===== src/rtl/cpu_ctrl_pkg.sv =====
// Shared definitions for the single-bus control sequencer.
// Opcodes, control-step states, op classes and bus source indices.
package cpu_ctrl_pkg;

    localparam logic [4:0] OP_LD   = 5'd0;
    localparam logic [4:0] OP_LDI  = 5'd1;
    localparam logic [4:0] OP_ST   = 5'd2;
    localparam logic [4:0] OP_ADD  = 5'd3;
    localparam logic [4:0] OP_SUB  = 5'd4;
    localparam logic [4:0] OP_AND  = 5'd5;
    localparam logic [4:0] OP_OR   = 5'd6;
    localparam logic [4:0] OP_SHR  = 5'd7;
    localparam logic [4:0] OP_SHL  = 5'd8;
    localparam logic [4:0] OP_ROR  = 5'd9;
    localparam logic [4:0] OP_ROL  = 5'd10;
    localparam logic [4:0] OP_ADDI = 5'd12;
    localparam logic [4:0] OP_ANDI = 5'd13;
    localparam logic [4:0] OP_ORI  = 5'd14;
    localparam logic [4:0] OP_MUL  = 5'd15;
    localparam logic [4:0] OP_DIV  = 5'd16;
    localparam logic [4:0] OP_JR   = 5'd20;
    localparam logic [4:0] OP_IN   = 5'd22;
    localparam logic [4:0] OP_OUT  = 5'd23;
    localparam logic [4:0] OP_MFHI = 5'd24;
    localparam logic [4:0] OP_MFLO = 5'd25;
    localparam logic [4:0] OP_NOP  = 5'd26;
    localparam logic [4:0] OP_HALT = 5'd27;

    localparam int BS_HI     = 16;
    localparam int BS_LO     = 17;
    localparam int BS_ZHI    = 18;
    localparam int BS_ZLO    = 19;
    localparam int BS_PC     = 20;
    localparam int BS_MDR    = 21;
    localparam int BS_INPORT = 22;
    localparam int BS_C      = 23;

    typedef enum logic [3:0] {
        T0   = 4'd0,
        T1   = 4'd1,
        T2   = 4'd2,
        T3   = 4'd3,
        T4   = 4'd4,
        T5   = 4'd5,
        T6   = 4'd6,
        T7   = 4'd7,
        HALT = 4'd8
    } state_t;

    typedef enum logic [3:0] {
        C_NOP,
        C_ALU,
        C_IMM,
        C_LDI,
        C_LD,
        C_ST,
        C_MD,
        C_MFHI,
        C_MFLO,
        C_JR,
        C_IN,
        C_OUT,
        C_HALT
    } op_class_t;

    // Undefined opcodes fall into C_NOP so they fetch and return.
    function automatic op_class_t op_class(input logic [4:0] op);
        case (op)
            OP_ADD, OP_SUB, OP_AND, OP_OR,
            OP_SHR, OP_SHL, OP_ROR, OP_ROL: op_class = C_ALU;
            OP_ADDI, OP_ANDI, OP_ORI:       op_class = C_IMM;
            OP_LDI:                         op_class = C_LDI;
            OP_LD:                          op_class = C_LD;
            OP_ST:                          op_class = C_ST;
            OP_MUL, OP_DIV:                 op_class = C_MD;
            OP_MFHI:                        op_class = C_MFHI;
            OP_MFLO:                        op_class = C_MFLO;
            OP_JR:                          op_class = C_JR;
            OP_IN:                          op_class = C_IN;
            OP_OUT:                         op_class = C_OUT;
            OP_HALT:                        op_class = C_HALT;
            default:                        op_class = C_NOP;
        endcase
    endfunction

endpackage


===== src/rtl/bus_control_sequencer_select_encode.sv =====
// Gra/Grb/Grc field select and 4-to-16 decode.
// Produces R0..R15 load strobes and R0..R15 bus-out strobes.
module select_encode
    import cpu_ctrl_pkg::*;
#(
    parameter int RFW = 4
) (
    input  logic [31:0] ir,
    input  logic        gra,
    input  logic        grb,
    input  logic        grc,
    input  logic        rin,
    input  logic        rout,
    output logic [15:0] reg_in,
    output logic [15:0] reg_out
);

    logic [RFW-1:0] sel;
    logic           hit;
    logic           unused_ir;

    assign unused_ir = ^{ir[31:27], ir[14:0]};

    // Pick one register field, then decode it onto in/out strobes.
    always_comb begin
        sel     = '0;
        hit     = 1'b0;
        reg_in  = '0;
        reg_out = '0;
        unique case (1'b1)
            gra: begin
                sel = ir[26 -: RFW];
                hit = 1'b1;
            end
            grb: begin
                sel = ir[22 -: RFW];
                hit = 1'b1;
            end
            grc: begin
                sel = ir[18 -: RFW];
                hit = 1'b1;
            end
            default: begin
                sel = '0;
                hit = 1'b0;
            end
        endcase
        if (hit && rin)
            reg_in[sel] = 1'b1;
        if (hit && rout)
            reg_out[sel] = 1'b1;
    end

endmodule


===== src/rtl/bus_control_sequencer.sv =====
// Control-step sequencer for the single-bus datapath.
// Fetch T0..T2, execute T3..T7, decoded one-hot bus and load strobes.
module bus_control_sequencer
    import cpu_ctrl_pkg::*;
#(
    parameter int OPW = 5,
    parameter int RFW = 4
) (
    input  logic           clock,
    input  logic           reset,
    input  logic [31:0]    ir,
    input  logic           mem_ready,
    output logic [23:0]    bus_src,
    output logic [15:0]    reg_in,
    output logic           hi_in,
    output logic           lo_in,
    output logic           z_in,
    output logic           y_in,
    output logic           pc_in,
    output logic           ir_in,
    output logic           mar_in,
    output logic           mdr_in,
    output logic           outport_in,
    output logic           inc_pc,
    output logic [OPW-1:0] alu_op,
    output logic           read,
    output logic           write,
    output logic           run
);

    state_t         state;
    state_t         state_nx;
    logic [OPW-1:0] op;
    op_class_t      cls;
    logic           gra;
    logic           grb;
    logic           grc;
    logic           rin;
    logic           rout;
    logic [23:0]    sp;
    logic [15:0]    r_out;

    assign op  = ir[31 -: OPW];
    assign cls = op_class(op);

    select_encode #(.RFW(RFW)) u_sel (
        .ir      (ir),
        .gra     (gra),
        .grb     (grb),
        .grc     (grc),
        .rin     (rin),
        .rout    (rout),
        .reg_in  (reg_in),
        .reg_out (r_out)
    );

    assign bus_src = sp | {8'b0, r_out};

    // Control-step register; reset aborts any instruction.
    always_ff @(posedge clock) begin
        if (reset)
            state <= T0;
        else
            state <= state_nx;
    end

    // Step sequencing, including memory wait holds.
    always_comb begin
        state_nx = state;
        case (state)
            T0: state_nx = T1;
            T1: state_nx = mem_ready ? T2 : T1;
            T2: begin
                if (cls == C_NOP)
                    state_nx = T0;
                else if (cls == C_HALT)
                    state_nx = HALT;
                else
                    state_nx = T3;
            end
            T3: begin
                if (cls inside {C_ALU, C_IMM, C_LDI,
                                C_LD, C_ST, C_MD})
                    state_nx = T4;
                else
                    state_nx = T0;
            end
            T4: state_nx = T5;
            T5: begin
                if (cls inside {C_LD, C_ST, C_MD})
                    state_nx = T6;
                else
                    state_nx = T0;
            end
            T6: begin
                if (cls == C_LD)
                    state_nx = mem_ready ? T7 : T6;
                else if (cls == C_ST)
                    state_nx = T7;
                else
                    state_nx = T0;
            end
            T7: begin
                if (cls == C_ST)
                    state_nx = mem_ready ? T0 : T7;
                else
                    state_nx = T0;
            end
            HALT: state_nx = HALT;
            default: state_nx = T0;
        endcase
    end

    // Per-step strobes; everything but run is forced low in reset.
    always_comb begin
        sp         = '0;
        gra        = 1'b0;
        grb        = 1'b0;
        grc        = 1'b0;
        rin        = 1'b0;
        rout       = 1'b0;
        hi_in      = 1'b0;
        lo_in      = 1'b0;
        z_in       = 1'b0;
        y_in       = 1'b0;
        pc_in      = 1'b0;
        ir_in      = 1'b0;
        mar_in     = 1'b0;
        mdr_in     = 1'b0;
        outport_in = 1'b0;
        inc_pc     = 1'b0;
        alu_op     = '0;
        read       = 1'b0;
        write      = 1'b0;
        run        = 1'b1;
        if (!reset) begin
            case (state)
                T0: begin
                    sp[BS_PC] = 1'b1;
                    mar_in    = 1'b1;
                    inc_pc    = 1'b1;
                    z_in      = 1'b1;
                end
                T1: begin
                    sp[BS_ZLO] = 1'b1;
                    read       = 1'b1;
                    mdr_in     = 1'b1;
                    pc_in      = mem_ready;
                end
                T2: begin
                    sp[BS_MDR] = 1'b1;
                    ir_in      = 1'b1;
                end
                T3: begin
                    case (cls)
                        C_ALU, C_IMM, C_LDI, C_LD, C_ST: begin
                            grb  = 1'b1;
                            rout = 1'b1;
                            y_in = 1'b1;
                        end
                        C_MD: begin
                            gra  = 1'b1;
                            rout = 1'b1;
                            y_in = 1'b1;
                        end
                        C_MFHI: begin
                            sp[BS_HI] = 1'b1;
                            gra       = 1'b1;
                            rin       = 1'b1;
                        end
                        C_MFLO: begin
                            sp[BS_LO] = 1'b1;
                            gra       = 1'b1;
                            rin       = 1'b1;
                        end
                        C_JR: begin
                            gra   = 1'b1;
                            rout  = 1'b1;
                            pc_in = 1'b1;
                        end
                        C_IN: begin
                            sp[BS_INPORT] = 1'b1;
                            gra           = 1'b1;
                            rin           = 1'b1;
                        end
                        C_OUT: begin
                            gra        = 1'b1;
                            rout       = 1'b1;
                            outport_in = 1'b1;
                        end
                        default: ;
                    endcase
                end
                T4: begin
                    case (cls)
                        C_ALU: begin
                            grc    = 1'b1;
                            rout   = 1'b1;
                            alu_op = op;
                            z_in   = 1'b1;
                        end
                        C_IMM: begin
                            sp[BS_C] = 1'b1;
                            alu_op   = op;
                            z_in     = 1'b1;
                        end
                        C_LDI, C_LD, C_ST: begin
                            sp[BS_C] = 1'b1;
                            alu_op   = OP_ADD;
                            z_in     = 1'b1;
                        end
                        C_MD: begin
                            grb    = 1'b1;
                            rout   = 1'b1;
                            alu_op = op;
                            z_in   = 1'b1;
                        end
                        default: ;
                    endcase
                end
                T5: begin
                    case (cls)
                        C_ALU, C_IMM, C_LDI: begin
                            sp[BS_ZLO] = 1'b1;
                            gra        = 1'b1;
                            rin        = 1'b1;
                        end
                        C_LD, C_ST: begin
                            sp[BS_ZLO] = 1'b1;
                            mar_in     = 1'b1;
                        end
                        C_MD: begin
                            sp[BS_ZLO] = 1'b1;
                            lo_in      = 1'b1;
                        end
                        default: ;
                    endcase
                end
                T6: begin
                    case (cls)
                        C_LD: begin
                            read   = 1'b1;
                            mdr_in = 1'b1;
                        end
                        C_ST: begin
                            gra    = 1'b1;
                            rout   = 1'b1;
                            mdr_in = 1'b1;
                        end
                        C_MD: begin
                            sp[BS_ZHI] = 1'b1;
                            hi_in      = 1'b1;
                        end
                        default: ;
                    endcase
                end
                T7: begin
                    case (cls)
                        C_LD: begin
                            sp[BS_MDR] = 1'b1;
                            gra        = 1'b1;
                            rin        = 1'b1;
                        end
                        C_ST: write = 1'b1;
                        default: ;
                    endcase
                end
                HALT: run = 1'b0;
                default: ;
            endcase
        end
    end

endmodule

===== config.mk =====
export PLATFORM = sky130hd
export DESIGN_NAME = bus_control_sequencer
export DESIGN_NICKNAME = d
export VERILOG_FILES = /design/src/rtl/cpu_ctrl_pkg.sv /design/src/rtl/bus_control_sequencer_select_encode.sv /design/src/rtl/bus_control_sequencer.sv
export SDC_FILE = /design/constraint.sdc
export NUM_CORES = 1
export LEC_CHECK = 0
export ABC_CLOCK_PERIOD_IN_PS = 4000
export CORE_MARGIN = 3
export CORE_UTILIZATION = 34
export DETAILED_ROUTE_END_ITERATION = 16
export HOLD_SLACK_MARGIN = 0.06
export PLACE_DENSITY = 0.85
export SETUP_SLACK_MARGIN = 0.4
export SLEW_MARGIN = 20
export SYNTH_ARGS = -nofsm -noshare
export SYNTH_HDL_FRONTEND = slang
export SYNTH_SLANG_ARGS = --single-unit
export TNS_END_PERCENT = 5

===== constraint.sdc =====
create_clock -name clock -period 4 [get_ports clock]
set_clock_uncertainty 0.15 [all_clocks]
set_input_delay 1 -clock clock [delete_from_list [all_inputs] [get_ports clock]]
set_output_delay 1 -clock clock [all_outputs]
set_load 0.01 [all_outputs]

==> results.sh <==
export IMPL_status="finished with violations"
export IMPL_violations="setup timing"
export IMPL_p_int_uw=259
export IMPL_rrSetupSlack_ps=1670
export IMPL_switchingPower_uw=187
export IMPL_vias=2803
export IMPL_setup_viol=49
export IMPL_report_final_hold_viol_count=0
export IMPL_startpoint_type="input pin"
export IMPL_max_flop_register="state"
export IMPL_layout_setup_ws_ps=-793
export IMPL_die_w_um=71.3
export IMPL_required_ps=2850
export IMPL_cap_violations=0
export IMPL_crit_buf_inv=8
export IMPL_synth_enable_flop_cells=0
export IMPL_grt_pass1_wl_um=12800
export IMPL_placed_area_sq_um=2870
export IMPL_antennaDiodeCount=0
export IMPL_synthToLayoutAreaGrowth_pct=147
export IMPL_synth_top_cell_area_share_pct=14.0
export IMPL_power_share_sequential_pct=10.1
export IMPL_drive_above_1_share_pct=62.7
export IMPL_top_level_ports=93
export IMPL_synthTopCellsByCount="54 x nor2_1, 23 x nand2_1, 13 x nand3_1"
export IMPL_cts_tree="done"
export IMPL_fmax_mhz=209
export IMPL_drc_errors=0
export IMPL_holdCritPathClass="reg2reg"
export IMPL_crit_type="in2out"
export IMPL_die_h_um=71.3
export IMPL_portBuffers=77
export IMPL_met2WireLength_um=4640
export IMPL_period_minus_slack_ps=4790
export IMPL_place_inst=408
export IMPL_cpPeakStageDelay_ps=420
export IMPL_pre_cts_ws_ps=-1500
export IMPL_ir_worst_vdd_mv=0.204
export IMPL_postSynthCellCount=233
export IMPL_fin_nets=458
export IMPL_combPwrFrac_pct=71.0
export IMPL_cp_max_fo=8
export IMPL_clk_pin_slew_ps=30
export IMPL_std_cell_rows=23
export IMPL_topRoutingLayerUsed="met4"
export IMPL_cts_made_buffers=3
export IMPL_grt_pass1_vias=2643
export IMPL_grt_overflow_total=0
export IMPL_worst_slew_pin_slew_ps=464
export IMPL_crit_slowest_cell="a31oi_4"
export IMPL_holdPathEnd="state[3]$_SDFF_PP0_"
export IMPL_synth_nets=274
export IMPL_async_flop_share_pct=0
export IMPL_postSynthAreaPerCell_sq_um=6.22
export IMPL_cp_arrival_ps=3640
export IMPL_die_area_sq_um=5080
export IMPL_final_area_sq_um=3580
export IMPL_clk_latency_ps=220
export IMPL_pwr_share_clk_pct=18.9
export IMPL_yosysMostFrequentCell="nor2_1"
export IMPL_top_regs="state x4"
export IMPL_swShare_pct=41.9
export IMPL_antenna_found_initial=0
export IMPL_wl_per_cell_um=19.8
export IMPL_detailed_place_hpwl_um=5120
export IMPL_r2r_end="state[2]$_SDFF_PP0_"
export IMPL_drt_total_wl_um=9190
export IMPL_syn_area_sq_um=1450
export IMPL_cts_buffer_depth=2
export IMPL_end_kind="output port"
export IMPL_cts_htree_levels=1
export IMPL_drt_first_iter_violations=224
export IMPL_fin_cells=465
export IMPL_ys_types=57
export IMPL_r2r_start="state[2]$_SDFF_PP0_"
export IMPL_path_delay_family="compound AO/OA/AOI/OAI gates"
export IMPL_ys_seq_elements=4
export IMPL_reg2regPathDepth=9
export IMPL_synth_warnings=0
export IMPL_relSlewSlack_pct=68.8
export IMPL_cp_cell_sequence="buf_6 -> buf_6 -> buf_4 -> and3b_1 -> o21ai_4 -> buf_4 -> buf_4 -> a41oi_2 -> a31oi_4 -> a221o_1 -> buf_4 -> buf_4 -> nand3_4 -> nor2_1 -> buf_2"
export IMPL_largest_reg_flops=4
export IMPL_grt_total_usage_pct=30.4
export IMPL_drt_met1_wl_um=3340
export IMPL_total_leakage_power_uw=0.00160
export IMPL_rsz0062_at_grt="yes"
export IMPL_start_util_pct=35.7
export IMPL_synth_seq_area_share_pct=5.53
export IMPL_synth_area_top_cells="nor2_1 14%, nand2_1 6.0%, dfxtp_1 5.5%, ha_1 5.2%, nand3_1 4.5%"
export IMPL_grt_max_degree=13
export IMPL_crit_top_cell="buf_4"
export IMPL_p_per_area_nw_per_um2=125
export IMPL_cts_sinks=4
export IMPL_dr_wl_met3_um=852
export IMPL_period_share_pct=120
export IMPL_synth_top_area_cell="nor2_1"
export IMPL_routabilityCongestion=0.938
export IMPL_cts_root_buf="clkbuf_8"
export IMPL_first_pass_iters=6
export IMPL_via_per_inst=6.03
export IMPL_hold_path_depth=2
export IMPL_drtAntennaViolNets=0
export IMPL_min_from="state[3]$_SDFF_PP0_"
export IMPL_synth_main_ff_cell="dfxtp_1"
export IMPL_coreArea_sq_um=4060
export IMPL_slew_viol_final=0
export IMPL_fin_hold_ws_ps=563
[cell type report]
cell class	count	area, sq um
Multi-Input combinational cell	209	1820
Timing Repair Buffer	195	1540
Fill cell	201	482
Sequential cell	4	80.1
Tap cell	50	62.6
Clock buffer	3	41.3
Inverter	4	32.5
[stage by stage]
step | total power (uW) | setup TNS [ps] | util [%]
2_1_floorplan | 164 | -3140 | -
3_3_place_gp | 278 | -63310 | 70.7
3_5_place_dp | 283 | -65600 | 70.7
4_1_cts | 399 | -24210 | 82.5
5_1_grt | 464 | -30520 | 88.1
6_report | 446 | -26440 | 88.1
[how the worst max path moves through the flow]
stage | slack, ps | startpoint | to | cells after the start
after floorplan | -130 | ir[28] | bus_src[0] | 11
after global placement | -1500 | ir[27] | bus_src[15] | 13
after detailed placement | -1500 | ir[27] | bus_src[2] | 13
after CTS | -710 | ir[27] | reg_in[11] | 17
after global routing | -850 | ir[27] | reg_in[11] | 15
final | -790 | ir[27] | reg_in[15] | 15
[cells in the final DEF, fill, tap and decap left out, drive strengths merged, types with 5 or more instances in the layout]
cell,netlist,final
and2,8,8
clkbuf,9,5
nor2,54,54
dlygate4sd2,0,6
o21ai,9,9
a221oi,6,6
nand3,13,13
clkdlybuf4s50,0,17
buf,7,165
a21oi,12,12
ha,6,6
nand2b,5,5
nor3,11,11
nand2,23,23
[metal layers]
metal | GRT usage [%] | vias up
li1 | - | 1232
met1 | 35.8 | 1320
met2 | 55.8 | 205
met3 | 5.89 | 46
met4 | 8.35 | 0
met5 | 0 | -
[kinds of logic (layout without fill, tap and decap cells)]
| group | count (synthesis) | after routing | synth area share (%) |
|---|---|---|---|
| adder cells (fa/ha/maj) | 7 | 7 | 5.87 |
| flip-flops | 4 | 4 | 5.53 |
| multiplexers | 4 | 4 | 3.71 |
| XOR/XNOR | 1 | 1 | 0.605 |
| buffers and inverters | 20 | 202 | 6.30 |
| AO/OA/AOI/OAI | 60 | 60 | 32.5 |
| AND/OR/NAND/NOR | 137 | 137 | 45.5 |
[power by group through the flow]
stage                     clock (uW)  sequential [uW]  combinational [uW]
final                           84.2             45.1                 317
after global routing            88.5             45.1                 330
after CTS                       84.7             44.6                 270
after detailed placement           0             45.1                 238
after global placement             0             45.0                 233
after floorplan                    0             44.7                 119
[tightest hold or removal path, stage by stage, from the launching register on]
cell	delay [ps]
dfxtp_1	400
a21oi_1	200
nor2_1	60
[repair_timing]
item | CTS | global route
buffers inserted | 39 | 14
gates resized for setup | 265 | 59
hold endpoints to repair | 0 | 0
cloned | 1 | 0
pin swaps | 49 | 28
hold buffers | 0 | 0
setup endpoints to repair | 58 | 54
Note: power is estimated with default switching activity, not from simulation.
